`config.mk`:
```
export PLATFORM = sky130hd
export DESIGN_NAME = mem_link_host
export DESIGN_NICKNAME = d
export VERILOG_FILES = /design/src/rtl/mem_link_host.sv
export SDC_FILE = /design/constraint.sdc
export NUM_CORES = 1
export LEC_CHECK = 0
export CAP_MARGIN = 25
export CORE_UTILIZATION = 35
export CTS_BUF_LIST = sky130_fd_sc_hd__clkbuf_8
export CTS_CLUSTER_SIZE = 25
export DETAILED_ROUTE_END_ITERATION = 6
export PLACE_DENSITY_LB_ADDON = 0.08
export SYNTH_ARGS = -nofsm -noshare
export SYNTH_HDL_FRONTEND = slang
export SYNTH_SLANG_ARGS = --single-unit
export TNS_END_PERCENT = 10
```
`constraint.sdc`:
```
create_clock -name clk -period 2.11 [get_ports clk]
set_input_delay 0.3165 -clock clk [delete_from_list [all_inputs] [get_ports clk]]
set_output_delay 0.3165 -clock clk [all_outputs]
set_load 0.02 [all_outputs]
```
`src/rtl/mem_link_host.sv`:
```
// mem_link_host: host-side initiator for the 4-byte UART memory command protocol.
// Accepts one read/write request, sends the header [cmd, count, addr_hi, addr_lo]
// through the UART transmitter, then streams count+1 write bytes out or collects
// count+1 read bytes from the UART receiver.
//
// Ports:
//   clk, reset                 system clock, synchronous active-high reset
//   start, req_*               request strobe (IDLE only) and request fields
//   wr_data/wr_valid/wr_ready  write payload handshake
//   rd_data/rd_valid           read payload byte and 1-cycle strobe
//   busy, done, timeout        transfer status; timeout qualifies done
//   transmit, tx_byte          1-cycle send strobe and byte to the UART tx
//   is_transmitting            UART tx busy
//   received, rx_byte          1-cycle strobe and byte from the UART rx
module mem_link_host #(
    parameter int unsigned TIMEOUT_CYCLES = 1_000_000
) (
    input  logic        clk,
    input  logic        reset,
    input  logic        start,
    input  logic        req_write,
    input  logic [15:0] req_addr,
    input  logic [7:0]  req_count,
    input  logic [7:0]  wr_data,
    input  logic        wr_valid,
    output logic        wr_ready,
    output logic [7:0]  rd_data,
    output logic        rd_valid,
    output logic        busy,
    output logic        done,
    output logic        timeout,
    output logic        transmit,
    output logic [7:0]  tx_byte,
    input  logic        is_transmitting,
    input  logic        received,
    input  logic [7:0]  rx_byte
);

    typedef enum logic [2:0] {
        StIdle, StHdr, StHdrGap, StWdata, StWdataGap, StRdata, StFin
    } state_e;

    state_e      state_q, state_d;
    logic        write_q, write_d;
    logic [7:0]  count_q, count_d;
    logic [15:0] addr_q, addr_d;
    logic [1:0]  hidx_q, hidx_d;
    logic [7:0]  remaining_q, remaining_d;
    logic [31:0] tmo_ctr_q, tmo_ctr_d;
    logic        tmo_q, tmo_d;
    logic        transmit_q, transmit_d;
    logic [7:0]  tx_byte_q, tx_byte_d;
    logic [7:0]  rd_data_q, rd_data_d;
    logic        rd_valid_q, rd_valid_d;
    logic [7:0]  hdr_byte;

    always_comb begin
        hdr_byte = 8'h00;
        case (hidx_q)
            2'd0:    hdr_byte = write_q ? 8'h02 : 8'h01;
            2'd1:    hdr_byte = count_q;
            2'd2:    hdr_byte = addr_q[15:8];
            default: hdr_byte = addr_q[7:0];
        endcase
    end

    assign wr_ready = (state_q == StWdata) && !is_transmitting;
    assign busy     = (state_q != StIdle);
    assign done     = (state_q == StFin);
    assign timeout  = (state_q == StFin) && tmo_q;
    assign transmit = transmit_q;
    assign tx_byte  = tx_byte_q;
    assign rd_data  = rd_data_q;
    assign rd_valid = rd_valid_q;

    always_comb begin
        state_d     = state_q;
        write_d     = write_q;
        count_d     = count_q;
        addr_d      = addr_q;
        hidx_d      = hidx_q;
        remaining_d = remaining_q;
        tmo_ctr_d   = tmo_ctr_q;
        tmo_d       = tmo_q;
        transmit_d  = 1'b0;
        tx_byte_d   = tx_byte_q;
        rd_data_d   = rd_data_q;
        rd_valid_d  = 1'b0;

        unique case (state_q)
            StIdle: begin
                if (start) begin
                    write_d = req_write;
                    count_d = req_count;
                    addr_d  = req_addr;
                    hidx_d  = 2'd0;
                    tmo_d   = 1'b0;
                    state_d = StHdr;
                end
            end
            StHdr: begin
                if (!is_transmitting) begin
                    transmit_d = 1'b1;
                    tx_byte_d  = hdr_byte;
                    state_d    = StHdrGap;
                end
            end
            // The gap cycle ignores is_transmitting: the tx only raises it one
            // cycle after seeing the transmit pulse.
            StHdrGap: begin
                if (hidx_q != 2'd3) begin
                    hidx_d  = hidx_q + 2'd1;
                    state_d = StHdr;
                end else begin
                    remaining_d = count_q;
                    tmo_ctr_d   = 32'd0;
                    state_d     = write_q ? StWdata : StRdata;
                end
            end
            StWdata: begin
                if (wr_valid && wr_ready) begin
                    transmit_d = 1'b1;
                    tx_byte_d  = wr_data;
                    state_d    = StWdataGap;
                end
            end
            StWdataGap: begin
                if (remaining_q == 8'd0) begin
                    state_d = StFin;
                end else begin
                    remaining_d = remaining_q - 8'd1;
                    state_d     = StWdata;
                end
            end
            StRdata: begin
                if (received) begin
                    rd_data_d  = rx_byte;
                    rd_valid_d = 1'b1;
                    tmo_ctr_d  = 32'd0;
                    if (remaining_q == 8'd0) begin
                        state_d = StFin;
                    end else begin
                        remaining_d = remaining_q - 8'd1;
                    end
                end else if (tmo_ctr_q == 32'(TIMEOUT_CYCLES - 1)) begin
                    tmo_d   = 1'b1;
                    state_d = StFin;
                end else begin
                    tmo_ctr_d = tmo_ctr_q + 32'd1;
                end
            end
            StFin: begin
                state_d = StIdle;
            end
            default: begin
                state_d = StIdle;
            end
        endcase
    end

    always_ff @(posedge clk) begin
        if (reset) begin
            state_q     <= StIdle;
            write_q     <= 1'b0;
            count_q     <= 8'd0;
            addr_q      <= 16'd0;
            hidx_q      <= 2'd0;
            remaining_q <= 8'd0;
            tmo_ctr_q   <= 32'd0;
            tmo_q       <= 1'b0;
            transmit_q  <= 1'b0;
            tx_byte_q   <= 8'd0;
            rd_data_q   <= 8'd0;
            rd_valid_q  <= 1'b0;
        end else begin
            state_q     <= state_d;
            write_q     <= write_d;
            count_q     <= count_d;
            addr_q      <= addr_d;
            hidx_q      <= hidx_d;
            remaining_q <= remaining_d;
            tmo_ctr_q   <= tmo_ctr_d;
            tmo_q       <= tmo_d;
            transmit_q  <= transmit_d;
            tx_byte_q   <= tx_byte_d;
            rd_data_q   <= rd_data_d;
            rd_valid_q  <= rd_valid_d;
        end
    end

endmodule

```
# Word level (Yosys, flattened, before mapping)

Index checks and enable logic that the tools add are counted.

Bitwise gates (word level): 1
Div/mod/pow operators: 0
Mux-type cells: 34
Shifts and indexed selects: 0
Equality and inequality tests: 21
$mul: 0
Add/sub/neg operators: 3
Reductions and logical operators: 22
$lt $le $gt $ge: 0

Operators with widths:

| cell                                                                | count |
|---|---|
| 32-bit 2-to-1 mux                                                   | 3 |
| 32-bit one-hot mux with 2 select lines                              | 1 |
| 8-bit one-hot mux with 3 select lines                               | 2 |
| 8-bit 2-to-1 mux                                                    | 5 |
| 32-bit by 1-bit adder with 32-bit output (second input constant)    | 1 |
| 32-bit by 20-bit == test with 1-bit output (second input constant)  | 1 |
| 3-bit 2-to-1 mux                                                    | 9 |
| 3-bit one-hot mux with 6 select lines                               | 1 |
| 2-bit inequality test (second input constant)                       | 8 |
| 8-bit one-hot mux with 2 select lines                               | 1 |
| 3-bit AND reduction                                                 | 4 |
| 3-bit == test (second input constant)                               | 3 |
| 3-bit inequality test (second input constant)                       | 3 |
| 8-bit logical NOT                                                   | 1 |
| 2-bit nonzero test                                                  | 4 |
| 8-bit by 1-bit subtractor with 8-bit output (second input constant) | 1 |
| 3-bit by 2-bit == test with 1-bit output (second input constant)    | 2 |
| 1-bit 2-to-1 mux                                                    | 6 |
| 2-bit 2-to-1 mux                                                    | 3 |
| 3-bit nonzero test                                                  | 2 |
| 5-bit AND reduction                                                 | 1 |
| 1-bit one-hot mux with 2 select lines                               | 2 |
| 2-bit one-hot mux with 2 select lines                               | 1 |
| 2-bit AND reduction                                                 | 2 |
| 12 further kinds                                                    | 14 |

Output and inout port bits: 22
Memories kept: 0
RAM bits: 0
Input bits: 47
Latch bits: 0
Flip-flop bits (word level): 89
Logic and storage cells: 93
ROM bits: 0

# Longest topological paths before layout

Word-level depth: 5
Gate-level depth with buffers: 8
Mapped depth without buffers: 6

# Worst setup path before layout

OpenSTA, ideal clock, no wires.

Path kind: register to register
Start: register tmo_ctr_q[0]
End: register tmo_ctr_q[29]
Slack: 0.194 ns
Required time: 1.984 ns
Stages on the path, launching flop included: 7
Buffers on the path: 0
Arrival: 1.789 ns
Library setup time: 0.126 ns
Cell sequence: dfxtp_1 -> ha_1 -> and3_1 -> nand4_1 -> or4_1 -> a32oi_1 -> o21ai_1

Longest elaborated chain between the ends: 4
Elaborated cells on any way between the ends: 7
Classes of those cells: add/sub (1); eq/ne (2); mux (3); reduce/logical (1)

RTL lines:

| what                                     | RTL line | text |
|---|---|---|
| start: declaration                       | 49       | `logic [31:0] tmo_ctr_q, tmo_ctr_d;` |
| start signal: assignment                 | 182      | `tmo_ctr_q <= tmo_ctr_d;` |
| 32-bit by 1-bit adder with 32-bit output | 149      | `tmo_ctr_d = tmo_ctr_q + 32'd1;` |
| 32-bit 2-to-1 mux                        | 145      | `end else if (tmo_ctr_q == 32'(TIMEOUT_CYCLES - 1)) begin` |
| 32-bit 2-to-1 mux                        | 136      | `if (received) begin` |
| 32-bit one-hot mux with 2 select lines   | 90       | `unique case (state_q)` |

Parallel ways exist; a longest one is shown, timed or not. The select of a mux whose other input is x is not followed.
A chain may end at the register's enable or synchronous reset.

# Worst setup path after layout

Start: register tmo_ctr_q[0]
End: register tmo_ctr_q[6]

Same word-level chain as after synthesis.

==> results.cfg <==
[timing]
skew_ns = 0.01132
worst_pin_slew_ns = 0.5721
maxSlewHeadroom = 0.6163
rsz0062_at_grt = yes
drv_slew = 0
min_period_ns = 2.005
post-route-period-util = 0.9504
max_freq_mhz = 498.6
tns_ns = 0
finalSetupViolations = 0
hold_viol = 0

[worst_hold_path]
min_from = reset
hold_class = input port to register
hold_depth = 2

[power_and_ir_drop]
pwr-share-clk = 0.377
pwr-share-comb = 0.133
ir_drop_v = 0.0004274
swShare = 0.2519
power.switching_mw = 0.9306
p_int_mw = 2.764
seq_power_share = 0.489
power_density_nw_per_um2 = 632.8
leakage_nw = 2.102

[drt]
vias = 4298
first_pass_iters = 4
drc = 0
vias_per_cell = 5.229
routedWlPerCell_um = 14.99
routed_wl_um = 12320
drt_iter0_markers = 249
ant_nets = 0

[grt]
grt_pass1_vias = 4179
grtUsageTotal = 0.1971
grt_first_pass_wirelength_um = 20200
grt_start_max_net_pins = 47
antenna_found_initial = 0
overflow = 0

[synthesis]
ys_seq_area_frac = 0.3996
synth.top_cells.by_count = nand2_1, dfxtp_1, a21oi_1
syn_avg_cell_area_um2 = 7.977
syn-instance-count = 559
synth.cell_area_um2 = 4459
async_flop_share = 0
ys_top_cells_by_area = dfxtp_1, nand2_1, a21oi_1
synth_top_area_cell = dfxtp_1
syn_nets = 614
ys_warn_count = 0
dominantRegCellSynth = dfxtp_1
yosysUniqueCellTypes = 61
synth.most_common_cell = nand2_1
synth-edff-count = 0
ys_seq_elements = 89
yosys.area.top_type_share = 0.3996

[critical_path]
cp-start-kind = register
path_max_fanout = 12
cp.required_ns = 2.38
startpoint = tmo_ctr_q[0]
crit_type = register to register
rr_worst_depth = 8
end_kind = register
r2r_start = tmo_ctr_q[0]
critical_path_arrival_ns = 2.27

[clocking]
clk_root_buffer_cell = clkbuf_8
cts_made_buffers = 9
tritoncts = yes
clock_sinks = 89
ctsLongestPathBuffers = 2
hold_buffers = 0
path_clk_slew_ns = 0.09
insertion_delay_ns = 0.38
htree_levels = 3

[place]
placed_cells = 805
place.gp.congestion = 0.8503
dpl.hpwl_um = 9234
port_buffers = 68

[floorplanning]
start_util = 0.3652
die_width_um = 114.9
io_pins = 69
fp.dieH_um = 114.9
die-area_um2 = 13200
rows = 40
coreArea_um2 = 12210

[outcome]
status = completed

[finish]
antenna_cells = 0
drive_above_1_share = 0.1391
layout.nets = 705
final_util = 0.4782
fin_cells = 822
area_delta_synth_final_pct = 30.95

[job]
maxCapViolations = 0
-- through the flow --
| step | worst slack (ns) | hold slack, ns | total power, mW | instance area [µm²] |
|---|---|---|---|---|
| 3_3_place_gp | 0.09620 | 0.4440 | 2.335 | 5533 |
| 5_1_grt | 0.0005096 | 0.3197 | 3.871 | 5839 |
| 4_1_cts | -0.003596 | 0.2841 | 3.749 | 5776 |
| 2_1_floorplan | 0.1943 | 0.4319 | 2.099 | 4459 |
| 6_report | 0.1046 | 0.3140 | 3.695 | 5839 |
| 3_5_place_dp | -0.006700 | 0.4469 | 2.340 | 5533 |
-- logic make-up after synthesis --
group,count (synthesis),synth area share
simple gates,262,0.3039
compound gates,136,0.1973
flops,89,0.3996
buf+inv,47,0.04293
xor+xnor,15,0.02946
fa+ha+maj,8,0.02245
mux,2,0.004490
-- critical path, stage by stage, from the launching register on --
cell     delay [ns]
dfxtp_1        0.34
ha_1           0.17
and3_4         0.21
nand4_1        0.23
buf_4          0.23
nor4_2         0.27
buf_4          0.22
nor3_1         0.07
mux2i_1        0.14
-- power by group through the flow --
stage / combinational, mW / sequential, mW / clock, mW
finish: 0.493 / 1.81 / 1.39
detailed placement: 0.495 / 1.85 / 0
global route: 0.541 / 1.82 / 1.51
floorplan: 0.264 / 1.83 / 0
global placement: 0.492 / 1.84 / 0
CTS: 0.495 / 1.81 / 1.45
-- worst paths after layout --
path                   to  slack, ns
max          tmo_ctr_q[6]       0.10
min            tx_byte[0]       0.31
max reg2reg  tmo_ctr_q[6]       0.10
min reg2reg    rd_data[3]       0.46
-- flip-flops by register name, indices dropped and copies added (netlist names) --
name	count
tx_byte	8
write_q	1
rd_valid	1
tmo_q	1
remaining_q	8
hidx_q	2
addr_q	16
rd_data	8
transmit	1
tmo_ctr_q	32
state_q	3
count_q	8
-- cell usage in the layout (no fill, tap or decap), drive strengths merged, types with 7 or more instances in the layout --
| master | netlist | final |
|---|---|---|
| a211oi | 11 | 11 |
| a21oi | 64 | 64 |
| and3 | 9 | 9 |
| and4 | 7 | 7 |
| buf | 14 | 47 |
| clkbuf | 20 | 9 |
| clkdlybuf4s50 | 0 | 64 |
| dfxtp | 89 | 89 |
| ha | 8 | 8 |
| inv | 12 | 12 |
| nand2 | 97 | 97 |
| nand3 | 24 | 24 |
| nand4 | 12 | 12 |
| nor2 | 45 | 45 |
| nor3 | 16 | 16 |
| nor4 | 9 | 9 |
| o21ai | 17 | 17 |
| o31ai | 8 | 8 |
| or4 | 8 | 8 |
| xor2 | 14 | 14 |
-- timing repair --
action | CTS | global route
endpoints found under the hold margin | 0 | 0
setup buffers | 0 | 2
setup endpoints to repair | 5 | 31
gates resized for setup | 8 | 10
pin swaps | 0 | 4
-- layer usage --
layer	vias up	global-route usage	routed length [µm]
met5	-	0	0
met4	0	0.05974	173
met3	13	0.05113	440
met2	68	0.3414	6100
met1	2020	0.2390	5609
li1	2197	-	-
-- final cells by class --
type	count	area [µm²]
multi-input cells	423	2545
flip-flops and latches	89	1787
clock buffers	9	123.9
well taps	168	210.2
clock inverters	6	107.6
fillers	1237	6372
inverters	13	48.80
repair buffers	114	1017
No activity file was read; power rests on OpenSTA's default activity.
